File: src/rtl/riscv_ctrl_pkg.sv
// riscv_ctrl_pkg: opcodes, FSM state encodings and datapath select codes for the RV32I controller
package riscv_ctrl_pkg;
  localparam logic [6:0] OP_LW  = 7'b0000011;
  localparam logic [6:0] OP_SW  = 7'b0100011;
  localparam logic [6:0] OP_R   = 7'b0110011;
  localparam logic [6:0] OP_I   = 7'b0010011;
  localparam logic [6:0] OP_BEQ = 7'b1100011;
  localparam logic [6:0] OP_JAL = 7'b1101111;
  localparam logic [6:0] OP_LUI = 7'b0110111;
  typedef enum logic [3:0] {
    FETCH    = 4'd0,
    DECODE   = 4'd1,
    MEMADR   = 4'd2,
    MEMREAD  = 4'd3,
    MEMWB    = 4'd4,
    MEMWRITE = 4'd5,
    EXECUTER = 4'd6,
    EXECUTEI = 4'd7,
    ALUWB    = 4'd8,
    BEQ      = 4'd9,
    JAL      = 4'd10,
    ILLEGAL  = 4'd11,
    LUI      = 4'd12
  } state_t;
  localparam logic [1:0] ALUOP_ADD   = 2'b00;
  localparam logic [1:0] ALUOP_SUB   = 2'b01;
  localparam logic [1:0] ALUOP_FUNCT = 2'b10;
  localparam logic [1:0] RES_ALUOUT  = 2'b00;
  localparam logic [1:0] RES_DATA    = 2'b01;
  localparam logic [1:0] RES_ALURES  = 2'b10;
  localparam logic [1:0] SRCA_PC     = 2'b00;
  localparam logic [1:0] SRCA_OLDPC  = 2'b01;
  localparam logic [1:0] SRCA_RS1    = 2'b10;
  localparam logic [1:0] SRCA_ZERO   = 2'b11;
  localparam logic [1:0] SRCB_RS2    = 2'b00;
  localparam logic [1:0] SRCB_IMM    = 2'b01;
  localparam logic [1:0] SRCB_FOUR   = 2'b10;
endpackage

File: src/rtl/multicycle_maindec_if.sv
// multicycle_maindec_if: opcode/handshake inputs and control outputs of the main decoder
interface multicycle_maindec_if #(
  parameter int IMM_SRC_W = 3,
  parameter int STATE_W = 4
);
  logic [6:0] op;
  logic mem_ready;
  logic PCUpdate, Branch, RegWrite, MemWrite, IRWrite, AdrSrc, illegal;
  logic [1:0] ResultSrc, ALUSrcA, ALUSrcB, ALUOp;
  logic [IMM_SRC_W-1:0] ImmSrc;
  logic [STATE_W-1:0] state_dbg;
  modport master (
    output op, mem_ready,
    input PCUpdate, Branch, RegWrite, MemWrite, IRWrite, AdrSrc, illegal,
    input ResultSrc, ALUSrcA, ALUSrcB, ALUOp, ImmSrc, state_dbg
  );
  modport slave (
    input op, mem_ready,
    output PCUpdate, Branch, RegWrite, MemWrite, IRWrite, AdrSrc, illegal,
    output ResultSrc, ALUSrcA, ALUSrcB, ALUOp, ImmSrc, state_dbg
  );
endinterface

File: src/rtl/multicycle_maindec_imm_src_dec.sv
// imm_src_dec: combinational opcode to immediate-format select
module imm_src_dec
  import riscv_ctrl_pkg::*;
#(
  parameter int IMM_SRC_W = 3,
  parameter int EN_LUI = 1
) (
  input  logic [6:0]           op,
  output logic [IMM_SRC_W-1:0] imm_src
);
  always_comb
    imm_src = (op == OP_SW)  ? IMM_SRC_W'(1) :
              (op == OP_BEQ) ? IMM_SRC_W'(2) :
              (op == OP_JAL) ? IMM_SRC_W'(3) :
              (EN_LUI != 0 && op == OP_LUI) ? IMM_SRC_W'(4) : '0;
endmodule

File: src/rtl/multicycle_maindec.sv
// multicycle_maindec: main control FSM sequencing multicycle RV32I instructions
module multicycle_maindec
  import riscv_ctrl_pkg::*;
#(
  parameter int IMM_SRC_W = 3,
  parameter int EN_LUI = 1,
  parameter int STATE_W = 4
) (
  input logic clk,
  input logic reset_n,
  multicycle_maindec_if.slave bus
);
  state_t state, state_nx;
  imm_src_dec #(.IMM_SRC_W(IMM_SRC_W), .EN_LUI(EN_LUI)) u_imm (.op(bus.op), .imm_src(bus.ImmSrc));
  always_ff @(posedge clk or negedge reset_n)
    if (!reset_n) state <= FETCH;
    else state <= state_nx;
  always_comb begin
    state_nx = state;
    bus.PCUpdate = 1'b0;
    bus.Branch = 1'b0;
    bus.RegWrite = 1'b0;
    bus.MemWrite = 1'b0;
    bus.IRWrite = 1'b0;
    bus.AdrSrc = 1'b0;
    bus.ResultSrc = RES_ALUOUT;
    bus.ALUSrcA = SRCA_PC;
    bus.ALUSrcB = SRCB_RS2;
    bus.ALUOp = ALUOP_ADD;
    bus.illegal = state == ILLEGAL;
    bus.state_dbg = STATE_W'(state);
    case (state)
      FETCH: begin
        bus.ALUSrcB = SRCB_FOUR;
        bus.ResultSrc = RES_ALURES;
        bus.IRWrite = bus.mem_ready;
        bus.PCUpdate = bus.mem_ready;
        state_nx = bus.mem_ready ? DECODE : FETCH;
      end
      DECODE: begin
        bus.ALUSrcA = SRCA_OLDPC;
        bus.ALUSrcB = SRCB_IMM;
        state_nx = (bus.op == OP_LW || bus.op == OP_SW) ? MEMADR :
                   (bus.op == OP_R)   ? EXECUTER :
                   (bus.op == OP_I)   ? EXECUTEI :
                   (bus.op == OP_BEQ) ? BEQ :
                   (bus.op == OP_JAL) ? JAL :
                   (EN_LUI != 0 && bus.op == OP_LUI) ? LUI : ILLEGAL;
      end
      MEMADR: begin
        bus.ALUSrcA = SRCA_RS1;
        bus.ALUSrcB = SRCB_IMM;
        state_nx = (bus.op == OP_LW) ? MEMREAD : MEMWRITE;
      end
      MEMREAD: begin
        bus.AdrSrc = 1'b1;
        state_nx = bus.mem_ready ? MEMWB : MEMREAD;
      end
      MEMWB: begin
        bus.ResultSrc = RES_DATA;
        bus.RegWrite = 1'b1;
        state_nx = FETCH;
      end
      MEMWRITE: begin
        bus.AdrSrc = 1'b1;
        bus.MemWrite = 1'b1;
        state_nx = bus.mem_ready ? FETCH : MEMWRITE;
      end
      EXECUTER: begin
        bus.ALUSrcA = SRCA_RS1;
        bus.ALUOp = ALUOP_FUNCT;
        state_nx = ALUWB;
      end
      EXECUTEI: begin
        bus.ALUSrcA = SRCA_RS1;
        bus.ALUSrcB = SRCB_IMM;
        bus.ALUOp = ALUOP_FUNCT;
        state_nx = ALUWB;
      end
      LUI: begin
        bus.ALUSrcA = SRCA_ZERO;
        bus.ALUSrcB = SRCB_IMM;
        state_nx = ALUWB;
      end
      ALUWB: begin
        bus.RegWrite = 1'b1;
        state_nx = FETCH;
      end
      BEQ: begin
        bus.ALUSrcA = SRCA_RS1;
        bus.ALUOp = ALUOP_SUB;
        bus.Branch = 1'b1;
        state_nx = FETCH;
      end
      JAL: begin
        bus.ALUSrcA = SRCA_OLDPC;
        bus.ALUSrcB = SRCB_FOUR;
        bus.PCUpdate = 1'b1;
        state_nx = ALUWB;
      end
      ILLEGAL: state_nx = ILLEGAL;
      default: state_nx = FETCH;
    endcase
  end
endmodule
File: src/flat_wrapper.sv
// flat-port wrapper written by rule: the top's interface ports become plain ports
module multicycle_maindec_flat import riscv_ctrl_pkg::*;
#(
  parameter int IMM_SRC_W = 3,
  parameter int EN_LUI = 1,
  parameter int STATE_W = 4
)
  (clk, reset_n, bus_op, bus_mem_ready, bus_PCUpdate, bus_Branch, bus_RegWrite, bus_MemWrite, bus_IRWrite, bus_AdrSrc, bus_illegal, bus_ResultSrc, bus_ALUSrcA, bus_ALUSrcB, bus_ALUOp, bus_ImmSrc, bus_state_dbg);
  multicycle_maindec_if #(.IMM_SRC_W(IMM_SRC_W), .STATE_W(STATE_W)) bus_i ();
  input logic clk;
  input logic reset_n;
  input wire logic [$bits(bus_i.op)-1:0] bus_op;
  input wire logic [$bits(bus_i.mem_ready)-1:0] bus_mem_ready;
  output wire logic [$bits(bus_i.PCUpdate)-1:0] bus_PCUpdate;
  output wire logic [$bits(bus_i.Branch)-1:0] bus_Branch;
  output wire logic [$bits(bus_i.RegWrite)-1:0] bus_RegWrite;
  output wire logic [$bits(bus_i.MemWrite)-1:0] bus_MemWrite;
  output wire logic [$bits(bus_i.IRWrite)-1:0] bus_IRWrite;
  output wire logic [$bits(bus_i.AdrSrc)-1:0] bus_AdrSrc;
  output wire logic [$bits(bus_i.illegal)-1:0] bus_illegal;
  output wire logic [$bits(bus_i.ResultSrc)-1:0] bus_ResultSrc;
  output wire logic [$bits(bus_i.ALUSrcA)-1:0] bus_ALUSrcA;
  output wire logic [$bits(bus_i.ALUSrcB)-1:0] bus_ALUSrcB;
  output wire logic [$bits(bus_i.ALUOp)-1:0] bus_ALUOp;
  output wire logic [$bits(bus_i.ImmSrc)-1:0] bus_ImmSrc;
  output wire logic [$bits(bus_i.state_dbg)-1:0] bus_state_dbg;
  assign bus_i.op = bus_op;
  assign bus_i.mem_ready = bus_mem_ready;
  assign bus_PCUpdate = bus_i.PCUpdate;
  assign bus_Branch = bus_i.Branch;
  assign bus_RegWrite = bus_i.RegWrite;
  assign bus_MemWrite = bus_i.MemWrite;
  assign bus_IRWrite = bus_i.IRWrite;
  assign bus_AdrSrc = bus_i.AdrSrc;
  assign bus_illegal = bus_i.illegal;
  assign bus_ResultSrc = bus_i.ResultSrc;
  assign bus_ALUSrcA = bus_i.ALUSrcA;
  assign bus_ALUSrcB = bus_i.ALUSrcB;
  assign bus_ALUOp = bus_i.ALUOp;
  assign bus_ImmSrc = bus_i.ImmSrc;
  assign bus_state_dbg = bus_i.state_dbg;
  multicycle_maindec #(.IMM_SRC_W(IMM_SRC_W), .EN_LUI(EN_LUI), .STATE_W(STATE_W)) u_core (.clk(clk), .reset_n(reset_n), .bus(bus_i));
endmodule
File: config.mk
export PLATFORM = sky130hd
export DESIGN_NAME = multicycle_maindec_flat
export DESIGN_NICKNAME = d
export VERILOG_FILES = /design/src/rtl/riscv_ctrl_pkg.sv /design/src/rtl/multicycle_maindec_if.sv /design/src/rtl/multicycle_maindec_imm_src_dec.sv /design/src/rtl/multicycle_maindec.sv /design/src/flat_wrapper.sv
export SDC_FILE = /design/constraint.sdc
export NUM_CORES = 1
export LEC_CHECK = 0
export CAP_MARGIN = 5
export CORE_MARGIN = 5
export CORE_UTILIZATION = 34
export CTS_CLUSTER_SIZE = 10
export DETAILED_ROUTE_END_ITERATION = 8
export HOLD_SLACK_MARGIN = 0.12
export PLACE_DENSITY_LB_ADDON = 0.2
export SLEW_MARGIN = 20
export SYNTH_ARGS = -nofsm -noshare
export SYNTH_HDL_FRONTEND = slang
export SYNTH_SLANG_ARGS = --single-unit
export TNS_END_PERCENT = 100
File: constraint.sdc
create_clock -name clk -period 1.2 [get_ports clk]
set_input_delay 0.24 -clock clk [delete_from_list [all_inputs] [get_ports clk]]
set_output_delay 0.24 -clock clk [all_outputs]
set_load 0.005 [all_outputs]
==> results.md, run 1 <==
* Initial Util at 35.02%
* Clk buf depth at 2
* Synth async-reset ratio at 100.0%
* Ports at 32
* Post-synth cell types at 41
* Sequential cell area fraction in the yosys report at 16.74%
* #FFs+latches synth at 4
* FP Rows at 15
* Largest net degree at the start of global routing at 9
* Yosys top cell area share at 16.74%
* H-tree depth at 1
* Outcome: stopped before the end
* Synthesized Nets at 96
* Post-Syn Instances at 86
* Number of flops mapped to enable cells by yosys at 0
* CTS Root Cell: clkbuf_4
* Largest area contributor in the netlist: dfrtp_1
* Failing step: 5_1_grt
* Inserted Clock Buffers at 3
* Syn_area_per_cell at 6.954 um^2
* HPWL after DPL at 1699 um
* Gpl congestion at 0.8876
* Worst_ep grt: bus_ALUSrcA[1]
* Err: [ERROR DPL-0038] Utilization greater than 100%, impossible to legalize
* Top cells by count, synth: nand2_1 (8), nor2_1 (7), o21ai_0 (7), buf_2 (5), nand2b_1 (5)
* Placed Cells at 166
* Die Y at 51.94 um
* Most frequent cell after synthesis: nand2_1
* Area contributors post-synth: dfrtp_1 (17%), o21ai_0 (5.9%), nand2b_1 (5.2%), nand2_1 (5.0%), nor3b_1 (5.0%)
* Post-synth top flop: dfrtp_1
* Port bufs at 31
* Worst-path end type: output port
* Die W at 51.94 um
* Sink Count at 4
* Mapped cell area at 598.1 um^2
* Ys Warns at 0
==> kinds of logic after synthesis <==
group	Yosys count	share of synthesized area, %
AOI/OAI and AO/OA	22	23.43
and+or+nand+nor	45	42.89
xor gates and xnor gates	4	5.859
buffers and inverters	10	9.203
muxes	1	1.883
DFF	4	16.74
==> repair_timing <==
| action | 4_1_cts |
|---|---|
| gates cloned | 0 |
| setup endpoints to repair | 26 |
| hold buffers | 0 |
| buffers inserted | 33 |
| pin swaps | 28 |
| endpoints found under the hold margin | 0 |
| resized for setup | 199 |
==> per-stage QoR <==
step | cell area [um^2] | setup TNS [ns] | util, % | setup slack (ns)
floorplan | 640.6 | -0.8158 | - | -0.1458
global placement | 1157 | -13.68 | 67.77 | -0.9435
detailed placement | 1157 | -13.97 | 67.77 | -0.9365
CTS | 1639 | -7.608 | 95.97 | -0.4506
==> inputs of run 2 (changes only) <==
--- a/config.mk
+++ b/config.mk
@@ -6,12 +6,10 @@
 export NUM_CORES = 1
 export LEC_CHECK = 0
 export CAP_MARGIN = 5
-export CORE_MARGIN = 5
-export CORE_UTILIZATION = 34
-export CTS_CLUSTER_SIZE = 10
+export CORE_AREA = 5 5 66 68
 export DETAILED_ROUTE_END_ITERATION = 8
-export HOLD_SLACK_MARGIN = 0.12
-export PLACE_DENSITY_LB_ADDON = 0.2
+export DIE_AREA = 0 0 71 73
+export PLACE_DENSITY_LB_ADDON = 0.15
 export SLEW_MARGIN = 20
 export SYNTH_ARGS = -nofsm -noshare
 export SYNTH_HDL_FRONTEND = slang
==> constraint.sdc (replaced) <==
create_clock -name clk -period 1.56 [get_ports clk]
set_input_delay 0.312 -clock clk [delete_from_list [all_inputs] [get_ports clk]]
set_output_delay 0.312 -clock clk [all_outputs]
set_load 0.005 [all_outputs]
==> results.md, run 2 <==
* Outcome: finished, violations left
* Failing checks: setup timing
* Compound-gate portion of the synthesized area at 23.43% (unchanged)
* Final Worst Setup Slack at -0.1703 ns
* Hold Crit Class: input port to async pin
* Switching Fraction at 38.90%
* Total power at 2.800 mW
* Max-slew violation count at 0
* Max Cap Violations at 0
* Largest family of logic cells by synthesized area: simple AND/OR/NAND/NOR gates
* Die area at 0.005183 mm^2
* Drt pass-1 iters at 4
* DR vias at 994
* TNS Setup at -1.244 ns
* Port bufs at 31 (unchanged)
* Clk buf depth at 2 (unchanged)
* Die W at 71 um (+37%)
* First-pass GRT wire length at 4795 um
* Mux contribution to synthesized area at 1.883% (unchanged)
* Core area at 0.003799 mm^2
* Max Clock Freq at 577.9 MHz
* Clk_lat worst skew at 0.22 ns
* Required @ worst endpoint at 1.25 ns
* Net Switching at 1.089 mW
* Vias in the first global route at 1113
* Area after DPL at 0.001141 mm^2 (-1.4%)
* Leakage at 0.7615 nW
* Die Y at 73 um (+41%)
* Ant. Diodes at 0
* Yosys top cell area share at 16.74% (unchanged)
* Hold-fix buffers, CTS at 0 (unchanged)
* Sink Count at 4 (unchanged)
* Critical Path Sink Type: output port
* Gpl congestion at 0.8259 (-7.0%)
* CTS tree: done
* FF-to-FF Start: u_core.bus.state_dbg[0]
* DRT iter0 DRCs at 11
* Largest net degree at the start of global routing at 11
* Per-cell routed wire length at 13.35 um
* Initial antenna violation count at 0
* Final hold violation count at 0
* Xor/xnor share of the synthesized area at 5.858% (unchanged)
* Drt total wl at 2938 um
* RSZ-0062 raised after global routing: yes
* Syn_area_per_cell at 6.954 um^2 (unchanged)
* Reg power frac at 8.3%
* Synth async-reset ratio at 100.0% (unchanged)
* Net count, final at 182
* Number of flops mapped to enable cells by yosys at 0 (unchanged)
* Initial Util at 15.74% (-19 points)
* Commonest cells after routing, fill and taps aside: buf_4 (40), buf_6 (20), buf_2 (15)
* #FFs+latches synth at 4 (unchanged)
* Setup Skew at 0.0005340 ns
* Max FO, Critical Path at 2
* Int Power at 1.711 mW
* DRC at 0
* Design area at 0.001618 mm^2
* Most frequent cell after synthesis: nand2_1
* Ports at 32 (unchanged)
* Final setup fails at 12
* Clk pwr share at 7.9%
* Adder-cell share of the synthesized area at 0% (unchanged)
* Worst endpoint data arrival time at 1.42 ns
* HPWL after DPL at 1769 um (+4.1%)
* Fin crit share at 110.9%
* Slew headroom at 84.75%
* Simple-gate share of the synthesized area at 42.89% (unchanged)
* Post-synth top flop: dfrtp_1
* Post-layout minimum cycle time at 1.730 ns
* FP Rows at 23 (+8)
* Top cells by count, synth: nand2_1 (8), nor2_1 (7), o21ai_0 (7), buf_2 (5), nand2b_1 (5)
* Synthesized Nets at 96 (unchanged)
* Post-Syn Instances at 86 (unchanged)
* Most common cell after layout, fill and taps aside: buf_4
* Largest area contributor in the netlist: dfrtp_1
* Ys Warns at 0 (unchanged)
* Tot GR Track Use at 11.59%
* Worst-Margin Slew at 0.2268 ns
* Worst setup path startpoint: u_core.bus.state_dbg[0]
* Post-synth cell types at 41 (unchanged)
* Startpoint Class: flop
* Setup CP Type: flop to output port
* Worst-path clk slew at 0.03 ns
* Sequential cell area fraction in the yosys report at 16.74% (unchanged)
* ANT nets after route at 0
* Logic pwr share at 83.8%
* Area contributors post-synth: dfrtp_1 (17%), o21ai_0 (5.9%), nand2b_1 (5.2%), nand2_1 (5.0%), nor3b_1 (5.0%)
* Mapped cell area at 598.1 um^2 (unchanged)
* H-tree depth at 1 (unchanged)
* CTS Root Cell: clkbuf_8
* Inserted Clock Buffers at 3 (unchanged)
* Pwr dens at 1731 mW/mm^2
* Largest register FFs at 4
* Via density at 4.518
* Maximum VDD drop at 0.4642 mV
* Layout Area Growth over Synthesis at 170.5%
* GRT overflow at 0
* Share of cells above drive strength 1 at 74.71%
==> run 2: cell counts after synthesis <==
Identical to the previous run, type by type.
==> run 2: metrics by stage <==
stage / hold WS [ns] / setup WS [ns] / instances / util, %
final: 0.2886 / -0.1703 / 220 / 42.59
after global routing: 0.3110 / -0.2165 / 220 / 42.59
after CTS: 0.2930 / -0.1684 / 219 / 40.88
after detailed placement: 0.5233 / -0.7535 / 188 / 30.04
after global placement: 0.5190 / -0.7803 / 188 / 30.04
after floorplan: 0.01641 / 0.09656 / 86 / -
==> run 2: path summary, 6_finish.rpt <==
kind	depth (start not counted)	slack [ns]	end
max in group asynchronous	1	1.10	u_core.bus.state_dbg[0]
setup reg to reg	6	-0.12	u_core.bus.state_dbg[2]
min in group clk	4	0.58	u_core.bus.state_dbg[0]
setup / recovery	5	-0.17	bus_ALUSrcA[1]
hold reg to reg	3	0.86	u_core.bus.state_dbg[3]
hold / removal	1	0.29	u_core.bus.state_dbg[2]
==> run 2: final cells by class <==
class / instances / area (um^2)
clock buffer: 3 / 41.29
timing repair buffer: 89 / 749.5
sequential: 4 / 105.1
inverter: 2 / 7.507
tap: 50 / 62.56
multi-input combinational: 72 / 651.9
fill: 408 / 2181
==> run 2: cells by family (layout without fill, tap and decap cells) <==
kind of cell | count (synthesis) | in the layout
flops | 4 | 4
buf+inv | 10 | 94
simple gates | 45 | 45
mux | 1 | 1
compound gates | 22 | 22
xor+xnor | 4 | 4
==> run 2: power by group through the flow <==
stage	Sequential, mW	Combinational (mW)	Clock [mW]
floorplan	0.196	0.690	0
global route	0.236	2.53	0.236
CTS	0.214	2.20	0.225
finish	0.232	2.35	0.220
global placement	0.257	1.43	0
detailed placement	0.256	1.44	0
==> run 2: worst max-delay path, stage by stage, from the launching register on <==
cell,delay [ns]
dfrtp_2,0.40
buf_6,0.12
and2b_2,0.21
buf_6,0.13
o31ai_4,0.20
buf_2,0.15
==> run 2: timing repair <==
item / 4_1_cts / 5_1_grt
gates resized for setup: 145 / 28
hold endpoints to repair: 0 / 0
gates cloned: 1 / 0
buffers inserted: 27 / 1
pin swaps: 19 / 15
setup endpoints to repair: 24 / 20
==> run 2: routing by layer <==
metal  share of wire, %  wire, um  global-route usage [%]
met1                 35      1024                   10.99
met2                 57      1668                   23.79
met3                5.0       148                  0.8264
met4                3.2        95                   7.098
met5                  0         0                       0
Note: power is estimated with default switching activity, not from simulation.
==> inputs of run 3 (changes only) <==
--- a/config.mk
+++ b/config.mk
@@ -9,6 +9,7 @@
 export CORE_AREA = 5 5 66 68
 export DETAILED_ROUTE_END_ITERATION = 8
 export DIE_AREA = 0 0 71 73
+export HOLD_SLACK_MARGIN = 0.1
 export PLACE_DENSITY_LB_ADDON = 0.15
 export SLEW_MARGIN = 20
 export SYNTH_ARGS = -nofsm -noshare
==> constraint.sdc (replaced) <==
create_clock -name clk -period 1.56 [get_ports clk]
set_input_delay 0.234 -clock clk [delete_from_list [all_inputs] [get_ports clk]]
set_output_delay 0.234 -clock clk [all_outputs]
set_load 0.005 [all_outputs]
==> results.md, run 3 (same netlist as run 2, synthesis figures left out) <==
* Initial antenna violation count at 0 (unchanged)
* Max-slew violation count at 0 (unchanged)
* Core area at 0.003799 mm^2 (unchanged)
* ANT nets after route at 0 (unchanged)
* Worst endpoint data arrival time at 1.44 ns (+0.02 ns)
* Startpoint Class: flop
* First-pass GRT wire length at 4595 um (-4.2%)
* GRT overflow at 0 (unchanged)
* DRT iter0 DRCs at 21 (+10)
* Die area at 0.005183 mm^2 (unchanged)
* TNS Setup at -0.4015 ns (+0.8425 ns)
* Leakage at 0.7898 nW (+3.7%)
* H-tree depth at 1 (unchanged)
* Clk_lat worst skew at 0.21 ns (about the same)
* Max FO, Critical Path at 4 (+2)
* Setup Skew at 0.002697 ns (+0.002163 ns)
* Dpl ws at -0.5820 ns (+0.1714 ns)
* Inserted Clock Buffers at 3 (unchanged)
* Hold WS at 0.2211 ns (-0.06747 ns)
* Fin crit share at 107.4% (-3.5 points)
* Maximum VDD drop at 0.6429 mV (+38%)
* Required @ worst endpoint at 1.33 ns (+0.08 ns)
* Largest register FFs at 4 (unchanged)
* RSZ-0062 raised after global routing: yes
* Initial Util at 15.74% (unchanged)
* Ports at 32 (unchanged)
* Pwr dens at 1733 mW/mm^2 (+0.14%)
* Sink Count at 4 (unchanged)
* Drt total wl at 2872 um (-2.2%)
* HPWL after DPL at 1753 um (-0.89%)
* Worst-path clk slew at 0.03 ns (about the same)
* Fill cells at 392 (-3.9%)
* Net count, final at 185 (+1.6%)
* Final hold violation count at 0 (unchanged)
* Vias in the first global route at 1040 (-6.6%)
* DR vias at 957 (-3.7%)
* Share of cells above drive strength 1 at 72.25% (-2.5 points)
* Drt pass-1 iters at 3 (-1)
* Design area at 0.001657 mm^2 (+2.4%)
* Gpl congestion at 0.8259 (unchanged)
* FF-to-FF Start: u_core.bus.state_dbg[0]
* Area after DPL at 0.001141 mm^2 (unchanged)
* Per-cell routed wire length at 12.88 um (-3.6%)
* Hold Crit Class: input port to async pin
* Most common cell after layout, fill and taps aside: buf_4
* Critical Path Sink Type: output port
* Total power at 2.871 mW (+2.5%)
* Largest net degree at the start of global routing at 14 (+3)
* Worst r2r dst: u_core.bus.state_dbg[2]
* Port bufs at 31 (unchanged)
* Final Worst Setup Slack at -0.1160 ns (+0.05427 ns)
* Ant. Diodes at 0 (unchanged)
* Outcome: finished, violations left
* Die W at 71 um (unchanged)
* Worst-Margin Slew at 0.2384 ns (+0.01157 ns)
* Post-layout minimum cycle time at 1.676 ns (-0.05427 ns)
* Slew headroom at 83.99% (-0.76 points)
* Layout Area Growth over Synthesis at 177.0%
* Setup slack, reg-to-reg at -0.10 ns (+0.02 ns)
* Failing checks: setup timing
* Setup CP Type: flop to output port
* Die Y at 73 um (unchanged)
* FP Rows at 23 (unchanged)
* CTS Root Cell: clkbuf_8
* Worst R2R Path Depth at 6 (unchanged)
* Clk buf depth at 2 (unchanged)
* Via density at 4.291 (-5.0%)
* Final setup fails at 9 (-3)
* CTS tree: done
* Commonest cells after routing, fill and taps aside: buf_4 (38), buf_6 (18), buf_2 (15)
* Tot GR Track Use at 10.62% (-0.98 points)
* Max Cap Violations at 0 (unchanged)
* Max Clock Freq at 596.7 MHz (+3.2%)
* DRC at 0 (unchanged)
## run 3: cell count changes in the layout (fill, tap and decap cells not counted), moves of 2 or more
cell / previous run / this run
dlygate4sd2_1: 4 / 7
buf_12: 1 / 3
buf_4: 40 / 38
buf_6: 20 / 18
nor2_2: 1 / 3
nor2_4: 3 / 1
## run 3: worst max-delay path by stage
stage	from	endpoint	slack [ns]	cells past startpoint
floorplan	u_core.bus.state_dbg[1]	bus_ALUSrcA[0]	0.17	4
global placement	bus_op[3]	bus_ImmSrc[0]	-0.62	6
detailed placement	bus_op[3]	bus_ImmSrc[0]	-0.58	6
CTS	u_core.bus.state_dbg[1]	bus_ALUSrcA[0]	-0.22	5
global route	u_core.bus.state_dbg[0]	bus_ALUSrcB[0]	-0.16	6
finish	u_core.bus.state_dbg[0]	bus_ALUSrcB[0]	-0.12	6
## run 3: metal layers
metal / vias up / routed length, um / global-route usage (%)
li1: 481 / - / -
met1: 452 / 1190 / 11.82
met2: 24 / 1561 / 21.63
met3: 0 / 119 / 1.515
met4: 0 / 0 / 1.253
met5: - / 0 / 0
## run 3: stage by stage
step                      util, %  instances
final                       43.61        223
after floorplan                 -         86
after global routing        43.61        223
after global placement      30.04        188
after detailed placement    30.04        188
after CTS                   39.62        214
## run 3: power by group
part | internal, mW | switching [mW] | leakage (nW)
Combinational | 1.48 | 0.951 | 0.722
Sequential | 0.159 | 0.0748 | 0.0459
Clock | 0.164 | 0.0470 | 0.0216
Total | 1.80 | 1.07 | 0.790
## run 3: layout make-up
type	instances	area [um^2]	share of cell area (%)
tap	50	62.56	3.776
multi-input combinational	72	651.9	39.35
clock buffer	3	41.29	2.492
inverter	2	7.507	0.4532
sequential	4	105.1	6.344
timing repair buffer	92	788.3	47.58
## run 3: what timing repair did
item | 4_1_cts | 5_1_grt
resized for setup | 120 | 39
setup buffers | 23 | 9
hold buffers | 0 | 0
pin swaps | 8 | 16
endpoints found under the setup margin | 24 | 19
## run 3: worst max-delay path, cell delays in order (launching register included)
cell,delay (ns)
dfrtp_2,0.44
buf_12,0.14
buf_6,0.11
buf_6,0.11
xor2_1,0.15
a22o_1,0.17
buf_2,0.12
==> inputs of run 4 (changes only) <==
--- a/config.mk
+++ b/config.mk
@@ -6,9 +6,9 @@
 export NUM_CORES = 1
 export LEC_CHECK = 0
 export CAP_MARGIN = 5
-export CORE_AREA = 5 5 66 68
+export CORE_AREA = 2 2 63 65
 export DETAILED_ROUTE_END_ITERATION = 8
-export DIE_AREA = 0 0 71 73
+export DIE_AREA = 0 0 65 67
 export HOLD_SLACK_MARGIN = 0.1
 export PLACE_DENSITY_LB_ADDON = 0.15
 export SLEW_MARGIN = 20
==> results.md, run 4 (same netlist as run 2, synthesis figures left out) <==
* Critical Path Sink Type: output port
* Worst r2r dst: u_core.bus.state_dbg[2]
* Net count, final at 178 (-3.8%)
* Die Y at 67 um (-8.2%)
* Final Worst Setup Slack at -0.1027 ns (+0.01337 ns)
* Hold Crit Class: input port to async pin
* ANT nets after route at 0 (unchanged)
* TNS Setup at -0.3023 ns (+0.09927 ns)
* Design area at 0.001578 mm^2 (-4.8%)
* Reg power frac at 7.6% (-0.5 points)
* Layout Area Growth over Synthesis at 163.8%
* Worst R2R Path Depth at 5 (-1)
* Share of cells above drive strength 1 at 69.28% (-3.0 points)
* Initial Util at 16.59% (+0.84 points)
* H-tree depth at 1 (unchanged)
* DRT iter0 DRCs at 16 (-24%)
* Max Clock Freq at 601.4 MHz (+0.80%)
* Vias in the first global route at 974 (-6.3%)
* Area after DPL at 0.001131 mm^2 (-0.88%)
* Largest register FFs at 4 (unchanged)
* Critical-path cell list: buf_6, buf_4, buf_6, xor2_1, a22o_1, buf_2
* Inserted Clock Buffers at 3 (unchanged)
* Placed Cells at 185 (-1.6%)
* First-pass GRT wire length at 4319 um (-6.0%)
* CP most frequent cell: buf_6
* CTS Root Cell: clkbuf_8
* Max-slew violation count at 0 (unchanged)
* Switching Fraction at 37.63% (+0.27 points)
* Sink Count at 4 (unchanged)
* Startpoint Class: flop
* Clk pwr share at 8.2% (+0.9 points)
* GRT overflow at 0 (unchanged)
* Int Power at 1.718 mW (-4.5%)
* Port bufs at 31 (unchanged)
* Slew headroom at 84.32% (+0.33 points)
* Max FO, Critical Path at 5 (+1)
* Final setup fails at 5 (-4)
* Worst-Margin Slew at 0.2335 ns (-0.004847 ns)
* Fin crit share at 106.6% (-0.86 points)
* Outcome: finished, violations left
* Required @ worst endpoint at 1.33 ns (about the same)
* Die area at 0.004355 mm^2 (-16%)
* FF-to-FF Start: u_core.bus.state_dbg[0]
* Gpl congestion at 0.7521 (-8.9%)
* Largest net degree at the start of global routing at 10 (-4)
* DRC at 0 (unchanged)
* Initial antenna violation count at 0 (unchanged)
* Worst stage delay on the critical path at 0.40 ns (-0.04 ns)
* Commonest cells after routing, fill and taps aside: buf_4 (31), buf_6 (21), buf_2 (14)
* Ant. Diodes at 0 (unchanged)
* Worst setup path startpoint: u_core.bus.state_dbg[0]
* Via density at 4.364 (+1.7%)
* Max Cap Violations at 0 (unchanged)
* Tot GR Track Use at 12.98% (+2.4 points)
* Ports at 32 (unchanged)
* Clk_lat worst skew at 0.23 ns (+0.02 ns)
* Setup slack, reg-to-reg at 0 ns (+0.10 ns)
* Core area at 0.003606 mm^2 (-5.1%)
* Die W at 65 um (-8.5%)
* Most common cell after layout, fill and taps aside: buf_4
* CTS tree: done
* HPWL after DPL at 1635 um (-6.7%)
* Worst endpoint data arrival time at 1.43 ns (about the same)
* Fill cells at 371 (-5.4%)
* FP Rows at 22 (-4.3%)
* RSZ-0062 raised after global routing: yes
* Worst-path clk slew at 0.03 ns (about the same)
* DR vias at 934 (-2.4%)
* Setup CP Type: flop to output port
* Drt pass-1 iters at 2 (-1)
* Maximum VDD drop at 0.4864 mV (-24%)
* Setup Skew at 0.006186 ns (+0.003489 ns)
* Pwr dens at 1746 mW/mm^2 (+0.76%)
* Logic pwr share at 84.2% (-0.3 points)
* Final cell count without fillers at 214 (-4.0%)
* Slowest-stage cell, CP: dfrtp_2
* Net Switching at 1.037 mW (-3.3%)
* Clk buf depth at 2 (unchanged)
* Hold WS at 0.2096 ns (-0.01148 ns)
* Leakage at 0.7211 nW (-8.7%)
* Post-layout minimum cycle time at 1.663 ns (-0.01337 ns)
* Drt total wl at 2619 um (-8.8%)
* Failing checks: setup timing
* Total power at 2.755 mW (-4.0%)
* Final hold violation count at 0 (unchanged)
* Per-cell routed wire length at 12.24 um (-5.0%)
==> run 4: cell count changes in the layout (fill, tap and decap cells not counted), sizes merged <==
| cell | previous run | this run |
|---|---|---|
| clkdlybuf4s50 | 2 | 4 |
| dlymetal6s2s | 1 | 0 |
| buf | 76 | 68 |
==> run 4: how the worst max path moves through the flow <==
stage / endpoint
floorplan: bus_ALUSrcA[0]
global placement: bus_ImmSrc[0]
detailed placement: bus_ImmSrc[0]
CTS: bus_ALUSrcB[0]
global route: bus_ALUSrcB[0]
finish: bus_ALUSrcB[0]
==> run 4: timing repair <==
item,4_1_cts,5_1_grt
gates cloned,0,1
setup endpoints to repair,24,16
gates resized for setup,128,23
pin swaps,8,14
hold buffers,0,0
buffers inserted,23,4
==> run 4: final cells by class <==
type / instances / area (um^2) / share of cell area [%]
flip-flops and latches: 4 / 103.9 / 6.582
inverters: 2 / 7.507 / 0.4758
multi-input cells: 72 / 628.1 / 39.81
repair buffers: 85 / 737.0 / 46.71
well taps: 48 / 60.06 / 3.807
clock buffers: 3 / 41.29 / 2.617
==> run 4: worst max-delay path: cells and delay by family, from the launching register on <==
kind,cells,cell delay [ns]
flip-flops,1,0.40
AO/OA/AOI/OAI,1,0.17
XOR/XNOR,1,0.15
buffers and inverters,4,0.48
==> run 4: power groups by stage <==
stage	logic [mW]	clock network, mW	registers, mW
floorplan	0.690	0	0.196
global placement	1.44	0	0.237
detailed placement	1.44	0	0.235
CTS	2.10	0.231	0.207
global route	2.51	0.239	0.211
finish	2.32	0.226	0.208
==> run 4: metrics by stage <==
stage | setup slack, ns | util (%)
global placement | -0.6186 | 31.37
CTS | -0.1396 | 41.53
floorplan | 0.1746 | -
finish | -0.1027 | 43.75
detailed placement | -0.5704 | 31.37
global route | -0.1751 | 43.75
==> run 4: routing by layer <==
metal / track usage (%) / wire (um)
met3: 2.196 / 104
met1: 13.65 / 1021
met5: 0 / 0
met4: 5.585 / 22
met2: 25.13 / 1470
